File: src/rtl/ascon_sequencer.sv
// ascon_sequencer: control FSM that drives the single-round Ascon permutation
// datapath (load, rounds, key XORs, absorb, squeeze) for AEAD/hash/XOF/CXOF.
module ascon_sequencer #(
    parameter int unsigned PA_ROUNDS     = 12,
    parameter int unsigned PB_ROUNDS     = 6,
    parameter int unsigned HASH_OUT_BLKS = 4
) (
    input  logic       clk,
    input  logic       rst_n,
    input  logic       start,
    input  logic [2:0] mode,
    input  logic       abort,
    input  logic       blk_valid,
    input  logic       blk_last,
    input  logic       sq_ready,
    input  logic       xof_stop,
    output logic [2:0] cur_mode,
    output logic       load_init,
    output logic       perm_en,
    output logic [3:0] rc_idx,
    output logic       key_xor_init,
    output logic       key_xor_final,
    output logic       absorb_en,
    output logic       blk_ready,
    output logic       out_valid,
    output logic       busy,
    output logic       done,
    output logic       err
);

    localparam logic [2:0] MODE_ENC  = 3'b001;
    localparam logic [2:0] MODE_DEC  = 3'b010;
    localparam logic [2:0] MODE_HASH = 3'b011;
    localparam logic [2:0] MODE_CXOF = 3'b101;

    localparam logic [3:0] CNT_PA   = 4'(PA_ROUNDS - 1);
    localparam logic [3:0] CNT_PB   = 4'(PB_ROUNDS - 1);
    localparam logic [3:0] LAST_OUT = 4'(HASH_OUT_BLKS - 1);

    typedef enum logic [3:0] {
        S_IDLE,
        S_LOAD,
        S_INIT_P,
        S_INIT_KX,
        S_ABSORB,
        S_PERM_B,
        S_FINAL_KX,
        S_FINAL_P,
        S_OUTPUT,
        S_SQ_P,
        S_DONE
    } state_t;

    state_t     r_state;
    state_t     w_next;
    logic [3:0] r_cnt;
    logic [3:0] w_cnt_nxt;
    logic [3:0] r_out_cnt;
    logic [3:0] w_out_cnt_nxt;
    logic [2:0] r_cur_mode;
    logic [2:0] w_mode_nxt;
    logic       r_err;
    logic       w_err_nxt;
    logic       w_aead;
    logic       w_mode_ok;

    assign w_aead    = (r_cur_mode == MODE_ENC) || (r_cur_mode == MODE_DEC);
    assign w_mode_ok = (mode >= MODE_ENC) && (mode <= MODE_CXOF);

    always_ff @(posedge clk or negedge rst_n) begin
        if (!rst_n) begin
            r_state    <= S_IDLE;
            r_cnt      <= '0;
            r_out_cnt  <= '0;
            r_cur_mode <= '0;
            r_err      <= 1'b0;
        end else begin
            r_state    <= w_next;
            r_cnt      <= w_cnt_nxt;
            r_out_cnt  <= w_out_cnt_nxt;
            r_cur_mode <= w_mode_nxt;
            r_err      <= w_err_nxt;
        end
    end

    always_comb begin
        w_next        = r_state;
        w_cnt_nxt     = r_cnt;
        w_out_cnt_nxt = r_out_cnt;
        w_mode_nxt    = r_cur_mode;
        w_err_nxt     = 1'b0;
        load_init     = 1'b0;
        perm_en       = 1'b0;
        key_xor_init  = 1'b0;
        key_xor_final = 1'b0;
        absorb_en     = 1'b0;
        blk_ready     = 1'b0;
        out_valid     = 1'b0;
        done          = 1'b0;

        case (r_state)
            S_IDLE: begin
                if (start) begin
                    if (w_mode_ok) begin
                        w_mode_nxt = mode;
                        w_next     = S_LOAD;
                    end else begin
                        w_err_nxt = 1'b1;
                    end
                end
            end
            S_LOAD: begin
                load_init = 1'b1;
                w_cnt_nxt = CNT_PA;
                w_next    = S_INIT_P;
            end
            S_INIT_P: begin
                perm_en = 1'b1;
                if (r_cnt == '0) begin
                    w_next = w_aead ? S_INIT_KX : S_ABSORB;
                end else begin
                    w_cnt_nxt = r_cnt - 4'd1;
                end
            end
            S_INIT_KX: begin
                key_xor_init = 1'b1;
                w_next       = S_ABSORB;
            end
            S_ABSORB: begin
                blk_ready = 1'b1;
                if (blk_valid) begin
                    absorb_en = 1'b1;
                    if (!blk_last) begin
                        w_cnt_nxt = w_aead ? CNT_PB : CNT_PA;
                        w_next    = S_PERM_B;
                    end else if (w_aead) begin
                        w_next = S_FINAL_KX;
                    end else begin
                        w_cnt_nxt = CNT_PA;
                        w_next    = S_FINAL_P;
                    end
                end
            end
            S_PERM_B: begin
                perm_en = 1'b1;
                if (r_cnt == '0) begin
                    w_next = S_ABSORB;
                end else begin
                    w_cnt_nxt = r_cnt - 4'd1;
                end
            end
            S_FINAL_KX: begin
                key_xor_final = 1'b1;
                w_cnt_nxt     = CNT_PA;
                w_next        = S_FINAL_P;
            end
            S_FINAL_P, S_SQ_P: begin
                perm_en = 1'b1;
                if (r_cnt == '0) begin
                    w_next = S_OUTPUT;
                end else begin
                    w_cnt_nxt = r_cnt - 4'd1;
                end
            end
            S_OUTPUT: begin
                out_valid = 1'b1;
                if (sq_ready) begin
                    if (w_aead) begin
                        w_next = S_DONE;
                    end else if (r_cur_mode == MODE_HASH) begin
                        // compare the pre-increment count: HASH_OUT_BLKS blocks in total
                        w_out_cnt_nxt = r_out_cnt + 4'd1;
                        if (r_out_cnt == LAST_OUT) begin
                            w_next = S_DONE;
                        end else begin
                            w_cnt_nxt = CNT_PA;
                            w_next    = S_SQ_P;
                        end
                    end else if (xof_stop) begin
                        w_next = S_DONE;
                    end else begin
                        w_cnt_nxt = CNT_PA;
                        w_next    = S_SQ_P;
                    end
                end
            end
            S_DONE: begin
                done          = !abort;
                w_out_cnt_nxt = '0;
                w_next        = S_IDLE;
            end
            default: begin
                w_next = S_IDLE;
            end
        endcase

        if (abort) begin
            w_next        = S_IDLE;
            w_cnt_nxt     = '0;
            w_out_cnt_nxt = '0;
            w_mode_nxt    = r_cur_mode;
            w_err_nxt     = 1'b0;
        end
    end

    assign cur_mode = r_cur_mode;
    assign err      = r_err;
    assign busy     = (r_state != S_IDLE);
    assign rc_idx   = perm_en ? (4'd11 - r_cnt) : '0;

endmodule

File: config.mk
export PLATFORM = sky130hd
export DESIGN_NAME = ascon_sequencer
export DESIGN_NICKNAME = d
export VERILOG_FILES = /design/src/rtl/ascon_sequencer.sv
export SDC_FILE = /design/constraint.sdc
export NUM_CORES = 1
export LEC_CHECK = 0
export CELL_PAD_IN_SITES_DETAIL_PLACEMENT = 0
export CELL_PAD_IN_SITES_GLOBAL_PLACEMENT = 2
export CORE_ASPECT_RATIO = 1.2
export CORE_MARGIN = 8
export CORE_UTILIZATION = 30
export DETAILED_ROUTE_END_ITERATION = 16
export GPL_TIMING_DRIVEN = 0
export PLACE_DENSITY_LB_ADDON = 0.1
export SKIP_CTS_REPAIR_TIMING = 1
export SYNTH_ARGS = -nofsm -noshare
export SYNTH_HDL_FRONTEND = slang
export SYNTH_SLANG_ARGS = --single-unit
File: constraint.sdc
create_clock -name clk -period 2.15 [get_ports clk]
set_clock_uncertainty 0.15 [all_clocks]
set_input_delay 0.43 -clock clk [delete_from_list [all_inputs] [get_ports clk]]
set_output_delay 0.43 -clock clk [all_outputs]
set_load 0.02 [all_outputs]
==> results of run 1 <==
[through the flow]
step                      power, W  cell area (um^2)  hold slack [ps]
after CTS                  0.00212              1690              406
after global routing       0.00235              1760              444
after floorplan            0.00139              1310            -15.6
final                      0.00219              1760              407
after global placement     0.00181              1640              373
after detailed placement   0.00183              1640              386
[cells by family after synthesis]
group                    Yosys count
adder cells (fa/ha/maj)            4
XOR/XNOR                           5
flip-flops                        16
AND/OR/NAND/NOR                   65
AO/OA/AOI/OAI                     32
multiplexers                      10
buffers and inverters             17
[cell type report]
type	count	area (um^2)	area share, %
Multi-Input combinational cell	116	871	49.4
Sequential cell	16	403	22.9
Timing Repair Buffer	29	270	15.3
Tap cell	56	70.1	3.97
Buffer	7	56.3	3.19
Clock buffer	4	55.1	3.12
Inverter	10	37.5	2.13
[worst paths after layout]
| kind | from | end | slack [ps] | cells after the start |
|---|---|---|---|---|
| max | r_state[2] | perm_en | -70 | 5 |
| min | r_out_cnt[3] | r_out_cnt[3] | 410 | 2 |
| max reg2reg | r_state[2] | r_cnt[0] | 80 | 6 |
| min reg2reg | r_out_cnt[3] | r_out_cnt[3] | 410 | 2 |
| max in group asynchronous | rst_n | r_state[1] | 850 | 1 |
| min in group asynchronous | rst_n | cur_mode[2] | 470 | 1 |
[power breakdown]
group          total [W]  leakage [nW]  switching, W  internal (W)
logic            0.00137         0.587      0.000739      0.000632
registers       0.000534         0.202      0.000131      0.000403
clock network   0.000285        0.0288      0.000122      0.000163
total            0.00219         0.818      0.000992       0.00120
[sequential cells by signal (all words and copies together) (netlist names)]
name and flops:
r_state 4, err 1, r_cnt 4, cur_mode 3
r_out_cnt 4
[worst max-delay path, delay by kind of cell, from the launching register on]
family | cells | cell delay, ps
buf+inv | 3 | 410
flops | 1 | 400
simple gates | 2 | 570
[placed cells by master (no fill, tap or decap), drive strengths merged, types with 2 or more instances in the layout]
cell type      count
a21oi              7
nor2              19
o31ai              3
nor2b              2
and3               3
ha                 4
o2111ai            2
nand3              2
buf               12
dfrtp             16
nand2b             2
or3                3
clkdlybuf4s50     13
inv               10
mux2               8
o21ai              6
xor2               4
nand3b             2
nor3               8
or2                3
nand2             11
clkbuf            11
dlymetal6s2s       4
mux2i              2
o21bai             2
nor3b              2
a31oi              3
[routing by layer]
layer	GRT usage (%)	share of wire, %	vias to the layer above
met3	3.15	4.9	5
met1	12.3	43	583
li1	-	-	600
met4	4.20	1.2	0
met2	20.7	51	32
met5	0	0	-
==> results by group, run 1 <==
Synthesis
  – Xor/xnor share of the synthesized area: 3.35%
  – Count leader, synth: nor2_1
  – Cells after Synth: 149
  – Post-synth top area share: 30.6%
  – Primary FF master, synth: dfrtp_1
  – Post-synth ARST share: 100%
  – Combinational family with the most area after synthesis: simple AND/OR/NAND/NOR gates
  – Post-synth EDFFs: 0
  – Syn nets: 164
  – Post-synth top area cell: dfrtp_1
  – Multiplexer share of the synthesized area: 9.00%
  – Compound-Gate Fraction of Synth Area: 18.4%
  – Synth Warn #: 0
  – Register area share after synthesis: 30.6%
  – Synth cell types: 50
  – Simple-gate share of the synthesized area: 28.1%
  – Ranking of synthesized cells by area: dfrtp_1 31%, nor2_1 5.5%, mux2_2 5.2%
  – Synth cell count leaders: 19 x nor2_1, 16 x dfrtp_1, 10 x nand2_1
  – Mapped cell area: 1310 um^2
  – Register bit count reported by yosys: 16
  – Adder-cell share of the synthesized area: 3.83%
  – Mapped Avg Cell Area: 8.78 um^2

Cells and area
  – Final std cells w/o fill: 238
  – Final core occ: 41.7%
  – Nets@finish: 198
  – Antenna Cells: 0
  – Layout cell share with drive strength beyond 1: 29.1%
  – Filler cells: 438
  – Area Growth Syn to Fin: 34.8%

STA
  – Final setup margin: -72.1 ps
  – Final Hold Viols: 0
  – Slew @ Worst Pin: 772 ps
  – Setup TNS Final: -265 ps
  – Setup Viol. Count Final: 6
  – Min Tclk post-route: 2220 ps
  – Slew margin rel.: 48.4%
  – F_max: 0.450 GHz
  – Final Cycle Share: 103%
  – Max-slew violation count: 0
  – RSZ-0062 raised after global routing: yes

Setup path
  – WS Path Type: reg -> out
  – Critical Path End Type: primary output
  – Critical Path RT: 1570 ps
  – Crit-path slowest cell: dfrtp_1
  – Critical path cell sequence: buf_6, and3b_2, nor3_4, inv_2, buf_6
  – CP Max Fanout: 8
  – Most used cell, CP: buf_6
  – Crit-path max cell delay: 400 ps
  – CP Launch Type: register
  – CP Data Arrival Time: 1640 ps

Global routing
  – Largest net degree at the start of global routing: 17
  – First-pass GRT wire length: 6180 um
  – Tot GR Track Use: 11.3%
  – Initial antenna violation count: 0
  – Vias in the first global route: 1304
  – GRT overflow: 0

Worst hold path
  – Worst hold path type: reg -> reg

Clocking
  – Reg clk slew, reported paths: 70 ps
  – H-tree depth: 1
  – Clock buffer count from CTS: 3
  – Root buffer cell: clkbuf_8
  – Skew-Pair Late Insertion Delay: 260 ps
  – CTS tree: yes
  – Clock Tree Buf Depth: 2
  – Clock sinks: 16

Die
  – Width of the die: 76.3 um
  – Rows: 26
  – I/O pin count: 28
  – Initial Util: 30.9%
  – Die Area: 6740 um^2
  – Area of the core: 4230 um^2
  – Vert. Die Dim: 88.3 um

Routing
  – DR WL/cell: 15.7 um
  – DRC errors left: 0
  – First-pass DRT Iterations: 4
  – Antenna Nets Post-Route: 0
  – Vias per cell: 5.13
  – DR vias: 1220
  – Routed WL: 3730 um
  – Iteration-0 DRC count of the detailed router: 50

Placed design
  – DPL Wire Length: 2880 um
  – Port bufs: 26
  – Dpl cells: 231
  – Gpl congestion: 0.804
  – Setup slack at placement: -359 ps

Outcome
  – Violated checks: negative setup slack
  – Status: complete, but fails checks

Power
  – Pwr dens: 1240 nW/um^2
  – Worst vdd rail ir drop: 0.684 mV
  – Leakage: 0.818 nW

Flow run
  – # Max-Cap Violations: 0
(Power assumes the default switching activity.)
==> run 2, diff against run 1 <==
--- a/config.mk
+++ b/config.mk
@@ -10,9 +10,11 @@
 export CORE_ASPECT_RATIO = 1.2
 export CORE_MARGIN = 8
 export CORE_UTILIZATION = 30
+export CTS_CLUSTER_DIAMETER = 150
 export DETAILED_ROUTE_END_ITERATION = 16
 export GPL_TIMING_DRIVEN = 0
 export PLACE_DENSITY_LB_ADDON = 0.1
+export RECOVER_POWER = 50
 export SKIP_CTS_REPAIR_TIMING = 1
 export SYNTH_ARGS = -nofsm -noshare
 export SYNTH_HDL_FRONTEND = slang
==> run 2 against run 1 <==
  * The flow still finishes with violations (negative setup slack)
  * Utilization unchanged
  * Die area is the same
  * Register-to-register slack hardly changed
  * Clock power barely moved
  * Sequential share of layout area unchanged
  * Flip-flop and latch count did not move
==> results by group, run 2 (synthesis results as in run 1) <==
Outcome
  – Status: complete, but fails checks (unchanged)
  – Violated checks: negative setup slack (unchanged)

Cells and area
  – Seq. cell area: 403 um^2 (unchanged)
  – Antenna Cells: 0 (unchanged)
  – Commonest non-fill, non-tap cell in the layout: nor2_1 (unchanged)
  – Most frequent cells in the layout: 17 x nor2_1, 14 x dfrtp_1, 10 x nand2_1, 10 x clkdlybuf4s50_1, 9 x inv_1 (was 17 x nor2_1, 14 x dfrtp_1, 13 x clkdlybuf4s50_1)
  – Layout cell share with drive strength beyond 1: 29.1% (unchanged)
  – Largest registers: r_cnt: 4 flops, r_out_cnt: 4 flops, r_state: 4 flops (unchanged)
  – Final core occ: 41.7% (unchanged)
  – Filler cells: 438 (unchanged)
  – Footprint of the multi-input gates: 871 um^2 (unchanged)
  – Area Growth Syn to Fin: 34.8% (unchanged)
  – Nets@finish: 198 (unchanged)

Setup path
  – WS Path Type: reg -> out (unchanged)
  – Worst reg2reg startpoint: r_state[2] (unchanged)
  – Critical Path RT: 1570 ps (about the same)
  – Crit-path max cell delay: 400 ps (about the same)
  – R2r setup slk: 70 ps (was 80 ps)
  – CP Launch Type: register (unchanged)
  – Critical Path End Type: primary output (unchanged)
  – CP Data Arrival Time: 1640 ps (about the same)
  – Most used cell, CP: buf_6 (unchanged)
  – Crit-path slowest cell: dfrtp_1 (unchanged)
  – CP Max Fanout: 8 (unchanged)
  – R2r worst-path depth: 6 (unchanged)
  – Critical path cell sequence: buf_6, and3b_2, nor3_4, inv_2, buf_6 (unchanged)
  – Reg2reg end: r_cnt[0] (unchanged)

STA
  – Hold slack: 407 ps (unchanged)
  – Final Cycle Share: 103% (about the same)
  – RSZ-0062 raised after global routing: yes (unchanged)
  – Min Tclk post-route: 2220 ps (about the same)
  – Final setup margin: -72.1 ps (about the same)
  – Setup TNS Final: -263 ps (was -265 ps)
  – F_max: 0.450 GHz (about the same)
  – Slew margin rel.: 47.9% (was 48.4%)
  – Final Hold Viols: 0 (unchanged)
  – Slew @ Worst Pin: 780 ps (was 772 ps)
  – Setup Viol. Count Final: 6 (unchanged)
  – Max-slew violation count: 0 (unchanged)

Die
  – Vert. Die Dim: 88.3 um (unchanged)
  – Die Area: 6740 um^2 (unchanged)
  – Area of the core: 4230 um^2 (unchanged)
  – I/O pin count: 28 (unchanged)
  – Rows: 26 (unchanged)
  – Initial Util: 30.9% (unchanged)
  – Width of the die: 76.3 um (unchanged)

Clocking
  – H-tree depth: 1 (unchanged)
  – Skew-Pair Late Insertion Delay: 260 ps (about the same)
  – Reg clk slew, reported paths: 70 ps (about the same)
  – Clock sinks: 16 (unchanged)
  – CTS tree: yes (unchanged)
  – Root buffer cell: clkbuf_8 (unchanged)
  – Clock Tree Buf Depth: 2 (unchanged)
  – Clock buffer count from CTS: 3 (unchanged)

Placed design
  – Setup slack at placement: -359 ps (unchanged)
  – Port bufs: 26 (unchanged)
  – DPL Wire Length: 2880 um (unchanged)
  – Gpl congestion: 0.804 (unchanged)

Routing
  – First-pass DRT Iterations: 4 (unchanged)
  – Iteration-0 DRC count of the detailed router: 50 (unchanged)
  – DR vias: 1215 (was 1220)
  – DR WL/cell: 15.7 um (about the same)
  – Antenna Nets Post-Route: 0 (unchanged)
  – DRC errors left: 0 (unchanged)
  – Vias per cell: 5.11 (was 5.13)
  – Routed WL: 3730 um (about the same)

Global routing
  – Tot GR Track Use: 11.3% (unchanged)
  – Vias in the first global route: 1304 (unchanged)
  – First-pass GRT wire length: 6180 um (unchanged)
  – Initial antenna violation count: 0 (unchanged)
  – GRT overflow: 0 (unchanged)
  – Largest net degree at the start of global routing: 17 (unchanged)

Power
  – Pwr dens: 1240 nW/um^2 (about the same)
  – Worst vdd rail ir drop: 0.684 mV (about the same)
  – Leakage: 0.822 nW (was 0.818 nW)
  – Tot Pwr: 0.00219 W (about the same)

Flow run
  – # Max-Cap Violations: 0 (unchanged)

Worst hold path
  – Worst hold path type: reg -> reg (unchanged)
  – Worst hold start: r_out_cnt[3] (unchanged)
  – Hold EP: r_out_cnt[3] (unchanged)
  – Hold depth: 2 (unchanged)
[run 2: worst max-delay path by stage]
stage	from	end	slack, ps	cells past startpoint
finish	r_state[2]	perm_en	-70	5
global route	r_state[2]	perm_en	-140	5
detailed placement	mode[1]	r_state[3]	-360	5
CTS	r_state[0]	perm_en	-590	5
global placement	mode[1]	r_state[3]	-400	5
floorplan	r_state[2]	r_state[1]	180	6
[run 2: layer usage]
layer	part of all wire [%]	vias up	GRT usage (%)
li1	-	600	-
met1	43	580	12.3
met2	51	30	20.7
met3	4.8	5	3.15
met4	1.2	0	4.20
met5	0	-	0
[run 2: final cells by class]
class / instances / share of cell area [%]
multi-input cells: 116 / 49.4
flip-flops and latches: 16 / 22.9
repair buffers: 29 / 15.3
well taps: 56 / 3.97
plain buffers: 7 / 3.19
clock buffers: 4 / 3.12
inverters: 10 / 2.13
[run 2: worst max-delay path, delay by kind of cell, from the launching register on]
family	cells	cell delay, ps
buffers and inverters	3	410
and+or+nand+nor	2	570
DFF	1	400
[run 2: report_power, final]
group	total (W)	switching (W)	leakage, nW	internal, W
Combinational	0.00137	0.000739	0.591	0.000630
Sequential	0.000533	0.000130	0.202	0.000403
Clock	0.000285	0.000122	0.0288	0.000163
Total	0.00219	0.000992	0.822	0.00120
[run 2: stage by stage]
| step | cell area, um^2 | cells |
|---|---|---|
| 2_1_floorplan | 1310 | 149 |
| 3_5_place_dp | 1640 | 231 |
| 3_3_place_gp | 1640 | 231 |
| 5_1_grt | 1760 | 238 |
| 6_report | 1760 | 238 |
| 4_1_cts | 1690 | 235 |
==> run 3, diff against run 2 <==
--- a/config.mk
+++ b/config.mk
@@ -10,6 +10,7 @@
 export CORE_ASPECT_RATIO = 1.2
 export CORE_MARGIN = 8
 export CORE_UTILIZATION = 30
+export CTS_BUF_LIST = sky130_fd_sc_hd__clkbuf_8 sky130_fd_sc_hd__clkbuf_16
 export CTS_CLUSTER_DIAMETER = 150
 export DETAILED_ROUTE_END_ITERATION = 16
 export GPL_TIMING_DRIVEN = 0
==> results of run 3 <==
Same layout as run 2: the final DEF is identical, and so are final timing and power.
